==> config.mk <==
export PLATFORM = sky130hd
export DESIGN_NAME = pwm_capture_flat
export DESIGN_NICKNAME = d
export VERILOG_FILES = /design/src/rtl/pwm_capture_if.sv /design/src/rtl/pwm_capture.sv /design/src/flat_wrapper.sv
export SDC_FILE = /design/constraint.sdc
export NUM_CORES = 1
export LEC_CHECK = 0
export CORE_MARGIN = 1
export CORE_UTILIZATION = 25
export CTS_CLUSTER_DIAMETER = 30
export DETAILED_ROUTE_END_ITERATION = 7
export PLACE_DENSITY_LB_ADDON = 0.1
export SETUP_SLACK_MARGIN = 0.4
export SLEW_MARGIN = 20
export SYNTH_ARGS = -nofsm -noshare
export SYNTH_HDL_FRONTEND = slang
export SYNTH_SLANG_ARGS = --single-unit
==> constraint.sdc <==
create_clock -name clk -period 2.3 [get_ports clk]
set_input_delay 0.345 -clock clk [delete_from_list [all_inputs] [get_ports clk]]
set_output_delay 0.345 -clock clk [all_outputs]
set_load 0.02 [all_outputs]
==> src/rtl/pwm_capture_if.sv <==
// pwm_capture_if: control inputs and measurement results of pwm_capture.
//   enable      : 1 runs the measurement, 0 holds the block idle
//   pwm_in      : asynchronous PWM input
//   period      : last measured period in microseconds
//   dutty       : last measured high time in microseconds
//   valid       : one-cycle strobe when period/dutty update
//   timeout     : level, no qualifying edge for TIMEOUT_US
//   stuck_level : synchronized input level when timeout asserted
interface pwm_capture_if;
   logic        enable;
   logic        pwm_in;
   logic [31:0] period;
   logic [31:0] dutty;
   logic        valid;
   logic        timeout;
   logic        stuck_level;

   modport master (
      output enable, pwm_in,
      input  period, dutty, valid, timeout, stuck_level
   );

   modport slave (
      input  enable, pwm_in,
      output period, dutty, valid, timeout, stuck_level
   );
endinterface

==> src/rtl/pwm_capture.sv <==
// pwm_capture: measures period and high time of an asynchronous PWM input
// in microseconds, publishing one result per complete input cycle.
// Ports:
//   clk  : system clock (CLK_FREQ_HZ, integer multiple of 1 MHz, >= 2 MHz)
//   rst  : synchronous active-high reset
//   bus  : pwm_capture_if.slave (enable, pwm_in in; period, dutty, valid,
//          timeout, stuck_level out, all outputs registered)
// Optional feature: define PWM_CAPTURE_FILTER_EN to insert a glitch filter
// of FILTER_LEN stable cycles between the synchronizer and edge detector.
module pwm_capture #(
   parameter int unsigned CLK_FREQ_HZ = 100_000_000,
   parameter int unsigned TIMEOUT_US  = 1_000_000,
   parameter int unsigned FILTER_LEN  = 4
) (
   input logic          clk,
   input logic          rst,
   pwm_capture_if.slave bus
);

   localparam int unsigned CW  = 32;
   localparam int unsigned DIV = CLK_FREQ_HZ / 1_000_000;
   localparam logic [CW-1:0] CNT_MAX   = '1;
   localparam logic [CW-1:0] TICK_LAST = CW'(DIV - 1);
   localparam logic [CW-1:0] TO_PRE    = CW'(TIMEOUT_US - 1);

   typedef enum logic [1:0] {
      IDLE      = 2'd0,
      WAIT_RISE = 2'd1,
      HIGH      = 2'd2,
      LOW       = 2'd3
   } state_t;

   // Input synchronizer and edge detector history
   logic sync1_q, sync2_q, prev_q;
   logic lvl_c, rise_c, fall_c, edge_c;

`ifdef PWM_CAPTURE_FILTER_EN
   // Glitch filter: follow sync2 only after it held a new value FILTER_LEN cycles
   logic          filt_q, filt_d;
   logic [CW-1:0] fcnt_q, fcnt_d;

   always_comb begin
      filt_d = filt_q;
      fcnt_d = '0;
      if (sync2_q != filt_q) begin
         if (fcnt_q == CW'(FILTER_LEN - 1)) begin
            filt_d = sync2_q;
         end else begin
            fcnt_d = fcnt_q + CW'(1);
         end
      end
   end

   always_ff @(posedge clk) begin
      if (rst) begin
         filt_q <= 1'b0;
         fcnt_q <= '0;
      end else begin
         filt_q <= filt_d;
         fcnt_q <= fcnt_d;
      end
   end

   assign lvl_c = filt_q;
`else
   logic unused_filter_len_c;
   assign unused_filter_len_c = ^CW'(FILTER_LEN);
   assign lvl_c = sync2_q;
`endif

   assign rise_c = lvl_c & ~prev_q;
   assign fall_c = ~lvl_c & prev_q;
   assign edge_c = rise_c | fall_c;

   // Free-running microsecond tick
   logic [CW-1:0] tcnt_q, tcnt_d;
   logic          tick_c;

   assign tick_c = (tcnt_q == TICK_LAST);
   assign tcnt_d = tick_c ? '0 : tcnt_q + CW'(1);

   // Measurement state
   state_t        state_q, state_d;
   logic [CW-1:0] cnt_q, cnt_d;
   logic [CW-1:0] dtmp_q, dtmp_d;
   logic [CW-1:0] period_q, period_d;
   logic [CW-1:0] dutty_q, dutty_d;
   logic          valid_q, valid_d;
   logic          timeout_q, timeout_d;
   logic          stuck_q, stuck_d;

   // Next-state and output logic
   always_comb begin
      state_d   = state_q;
      cnt_d     = cnt_q;
      dtmp_d    = dtmp_q;
      period_d  = period_q;
      dutty_d   = dutty_q;
      valid_d   = 1'b0;
      timeout_d = timeout_q;
      stuck_d   = stuck_q;

      if (!bus.enable) begin
         // Partial measurement is dropped; published results are kept
         state_d = IDLE;
         cnt_d   = '0;
      end else begin
         // Edge cycles swallow a coincident tick
         if (state_q != IDLE && !edge_c && tick_c && cnt_q != CNT_MAX) begin
            cnt_d = cnt_q + CW'(1);
         end

         case (state_q)
            IDLE: begin
               cnt_d   = '0;
               state_d = WAIT_RISE;
            end
            WAIT_RISE: begin
               if (rise_c) begin
                  cnt_d     = '0;
                  timeout_d = 1'b0;
                  state_d   = HIGH;
               end
            end
            HIGH: begin
               if (fall_c) begin
                  dtmp_d  = cnt_q;
                  state_d = LOW;
               end
            end
            LOW: begin
               if (rise_c) begin
                  period_d  = cnt_q;
                  dutty_d   = dtmp_q;
                  valid_d   = 1'b1;
                  cnt_d     = '0;
                  timeout_d = 1'b0;
                  state_d   = HIGH;
               end
            end
            default: state_d = IDLE;
         endcase

         // Fires once, on the tick that brings cnt to TIMEOUT_US
         if (state_q != IDLE && !edge_c && tick_c && cnt_q == TO_PRE) begin
            timeout_d = 1'b1;
            stuck_d   = lvl_c;
            state_d   = WAIT_RISE;
         end
      end
   end

   always_ff @(posedge clk) begin
      if (rst) begin
         sync1_q   <= 1'b0;
         sync2_q   <= 1'b0;
         prev_q    <= 1'b0;
         tcnt_q    <= '0;
         state_q   <= IDLE;
         cnt_q     <= '0;
         dtmp_q    <= '0;
         period_q  <= '0;
         dutty_q   <= '0;
         valid_q   <= 1'b0;
         timeout_q <= 1'b0;
         stuck_q   <= 1'b0;
      end else begin
         sync1_q   <= bus.pwm_in;
         sync2_q   <= sync1_q;
         prev_q    <= lvl_c;
         tcnt_q    <= tcnt_d;
         state_q   <= state_d;
         cnt_q     <= cnt_d;
         dtmp_q    <= dtmp_d;
         period_q  <= period_d;
         dutty_q   <= dutty_d;
         valid_q   <= valid_d;
         timeout_q <= timeout_d;
         stuck_q   <= stuck_d;
      end
   end

   assign bus.period      = period_q;
   assign bus.dutty       = dutty_q;
   assign bus.valid       = valid_q;
   assign bus.timeout     = timeout_q;
   assign bus.stuck_level = stuck_q;

endmodule

==> src/flat_wrapper.sv <==
// flat-port wrapper written by rule: the top's interface ports become plain ports
module pwm_capture_flat 
#(
   parameter int unsigned CLK_FREQ_HZ = 100_000_000,
   parameter int unsigned TIMEOUT_US  = 1_000_000,
   parameter int unsigned FILTER_LEN  = 4
)
  (clk, rst, bus_enable, bus_pwm_in, bus_period, bus_dutty, bus_valid, bus_timeout, bus_stuck_level);
  pwm_capture_if bus_i ();
  input logic clk;
  input logic rst;
  input wire logic [$bits(bus_i.enable)-1:0] bus_enable;
  input wire logic [$bits(bus_i.pwm_in)-1:0] bus_pwm_in;
  output wire logic [$bits(bus_i.period)-1:0] bus_period;
  output wire logic [$bits(bus_i.dutty)-1:0] bus_dutty;
  output wire logic [$bits(bus_i.valid)-1:0] bus_valid;
  output wire logic [$bits(bus_i.timeout)-1:0] bus_timeout;
  output wire logic [$bits(bus_i.stuck_level)-1:0] bus_stuck_level;
  assign bus_i.enable = bus_enable;
  assign bus_i.pwm_in = bus_pwm_in;
  assign bus_period = bus_i.period;
  assign bus_dutty = bus_i.dutty;
  assign bus_valid = bus_i.valid;
  assign bus_timeout = bus_i.timeout;
  assign bus_stuck_level = bus_i.stuck_level;
  pwm_capture #(.CLK_FREQ_HZ(CLK_FREQ_HZ), .TIMEOUT_US(TIMEOUT_US), .FILTER_LEN(FILTER_LEN)) u_core (.clk(clk), .rst(rst), .bus(bus_i));
endmodule
==> impl_metrics.tcl <==
set metrics [dict create \
    crit_required_ns 2.67 \
    yosys_register_bits 168 \
    die-area_um2 27700 \
    critPathLaunchType "flip-flop" \
    crit_fanout 5 \
    clk_latency_ns 0.43 \
    async_flop_share_pct 0 \
    rows 59 \
    worstMarginPinSlew_ns 0.603 \
    dieHeight_um 166 \
    syn-instance-count 834 \
    synth-edff-count 0 \
    hpwl_um 13000 \
    path_cells "nor4_4 -> nand4_1 -> buf_4 -> nor3_4 -> buf_6 -> buf_6 -> nand2_2 -> or4_1 -> nand2_1" \
    status "complete, but fails checks" \
    drive_above_1_share_pct 19.6 \
    core_area_um2 26300 \
    diodes 0 \
    cts_max_level 4 \
    port_buffers 70 \
    cpLargestDelayFamily "simple AND/OR/NAND/NOR gates" \
    cts_tree "yes" \
    wirelength_um 19200 \
    drt_pass1_iterations 6 \
    die_w_um 166 \
    r2r_cells 9 \
    grt_max_degree 56 \
    whs_path_depth 3 \
    synth_nets 842 \
    ios 71 \
    crit_type "flip-flop to flip-flop" \
    cp_slowest_cell "or4_1" \
    synth_warnings 0 \
    max_stage_delay_ns 0.47 \
    hold_viol_final 0 \
    synth.area.top_cells "dfxtp_1 50%, nand2_1 12%, a21oi_1 8.2%, xor2_1 5.1%, nor2_1 3.6%" \
    grt_pass1_wl_um 31300 \
    syn_area_um2 6750 \
    relSlewSlack_pct 59.8 \
    slew_violations 0 \
    path_buf_inv 3 \
    maxCapViolCount 0 \
    path_depth 9 \
    end_kind "flip-flop" \
    numCtsBuffers 17 \
    avgRoutedWirePerCell_um 14.7 \
    drtAntennaViolNets 0 \
    start_util_pct 25.7 \
    yosys.area.top_type "dfxtp_1" \
    ir_worst_vdd_mv 0.423 \
    antenna_found_initial 0 \
    cts.sinks 168 \
    worstHoldPathType "primary input to flip-flop" \
    fin_util_pct 35.2 \
    finClkSkew_ns 0.0131 \
    p_leak_nw 3.04 \
    ctsLongestPathBuffers 2 \
    root_buffer "clkbuf_16" \
    cts.clk_slew.worst_paths_ns 0.07 \
    drc 2 \
    synth_top_area_share_pct 49.8 \
    avgSynthCellArea_um2 8.09 \
    setup_viol 0 \
    finalSetupTns_ns 0 \
    hold_buffers 0 \
    num_vias 5937 \
    grt_overflow_total 0 \
    rsz0062_at_grt "true" \
    drtIter0Drc 315 \
    fin_nets 963 \
    grt_pass1_vias 5817 \
    ys_seq_area_share_pct 49.8 \
    vias_per_cell 4.56 \
    cellPowerDensity_nw_per_um2 643 \
    ys_types 45 \
    violations "DRC" \
    worstPathArrival_ns 2.36 \
    crit_path_frequent_cell "buf_6" \
    period_minus_slack_ns 2.00 \
    area_growth_pct 36.9 \
    period_share_pct 86.8 \
    ys.flop_type "dfxtp_1" \
    clock.fmax_mhz 501 \
    finalWeightedCongestion 0.762 \
    grt_use_total_pct 14.2 \
]
-- Yosys cell counts, types with 2 or more instances --
cell type  instances
xnor2_1            7
or2_2              3
dfxtp_1          168
a311oi_1           2
buf_6              3
or4_1              4
inv_1              5
or3_1             10
nand4_1           22
o211ai_1           2
nor4b_1            3
clkbuf_1          41
ha_1               4
and3_1             9
nor4_1             9
buf_1              2
a21oi_1          110
nand3_2           11
nor3_1            13
o21ai_1           11
xor2_1            39
nand2b_1           2
and4_1             7
nor2b_1            4
nand2_1          224
nor3_2             2
buf_2              9
nor2_1            65
o21ai_0            3
nand3_1           25
-- logic make-up after synthesis --
kind of cell	Yosys count	synth area share, %
multiplexers	1	0.148
buffers and inverters	60	3.84
XOR/XNOR	46	5.97
AO/OA/AOI/OAI	133	10.2
AND/OR/NAND/NOR	422	29.2
flip-flops	168	49.8
adder cells (fa/ha/maj)	4	0.742
-- stage by stage --
step	power [mW]	hold WS [ns]	worst slack [ns]	cells	cell area, um^2
2_1_floorplan	3.04	0.414	0.341	834	6840
3_3_place_gp	3.07	0.438	0.146	1248	8190
3_5_place_dp	3.07	0.443	0.103	1248	8190
4_1_cts	6.07	0.298	0.254	1297	9070
5_1_grt	6.21	0.315	0.181	1303	9240
6_report	5.94	0.305	0.303	1303	9240
-- path summary, 6_finish.rpt --
path,start,to,slack [ns]
max reg2reg,u_core.tcnt_q[27],u_core.cnt_q[8],0.30
max,u_core.tcnt_q[27],u_core.cnt_q[8],0.30
min,rst,u_core.state_q[0],0.30
min reg2reg,u_core.dtmp_q[9],u_core.bus.dutty[9],0.45
-- per-layer routing --
| metal | wire length [um] | track usage [%] | share of wire (%) |
|---|---|---|---|
| met1 | 9670 | 19.4 | 50 |
| met5 | 0 | 0 | 0 |
| met4 | 138 | 3.42 | 0.72 |
| met2 | 8650 | 22.4 | 45 |
| met3 | 752 | 3.53 | 3.9 |
-- registers in the layout, summed over array words and instances, names as in the netlist, 2 cells and up --
signal,flops
u_core.dtmp_q,32
u_core.tcnt_q,32
u_core.bus.period,32
u_core.cnt_q,32
u_core.state_q,2
u_core.bus.dutty,32
-- final cells by class --
cell class                      instances  area (um^2)
Multi-Input combinational cell        607         3390
Inverter                                5         18.8
Timing Repair Buffer                  156         1410
Sequential cell                       168         3400
Fill cell                            2816        17000
Clock buffer                           18          439
Clock inverter                         14          160
Tap cell                              335          419
-- worst reg2reg max path: cells and delay by family (launching register included) --
family | cells | cell delay, ns
flops | 1 | 0.36
simple gates | 6 | 1.14
buf+inv | 3 | 0.46
-- layout by cell type, fill, tap and decap left out, types with 3 or more instances in the layout --
cell             count
or2_2                3
and4_1               5
buf_4               74
inv_6                6
dfxtp_4              7
nor4_4               3
and4_4               3
nor2_1              63
dfxtp_1            150
a21oi_1            107
nor4_2               4
a21oi_2              3
clkbuf_16           17
and3_1               7
nand4_1             22
xor2_1              39
nor4_1               3
nand3_1             21
nor2b_1              4
inv_1                5
nand2_1            224
nor3_1              11
o21ai_0              3
buf_6                8
clkdlybuf4s50_1     69
o21ai_1             10
nor3_2               3
nand3_4              4
nand3_2             11
xnor2_1              7
or3_1                9
dfxtp_2             11
clkinvlp_4           3
or4_1                3
-- power by group --
group	internal [mW]	total (mW)	switching, mW
combinational	0.0268	0.0875	0.0606
clock	1.66	2.94	1.28
sequential	2.91	2.92	0.00881
total	4.59	5.94	1.35
-- what timing repair did --
action / in CTS / in global routing
pin swaps: 28 / 20
buffers inserted: 15 / 5
gates cloned: 2 / 1
gates resized for setup: 42 / 29
endpoints found under the setup margin: 34 / 41
(Power assumes the default switching activity.)
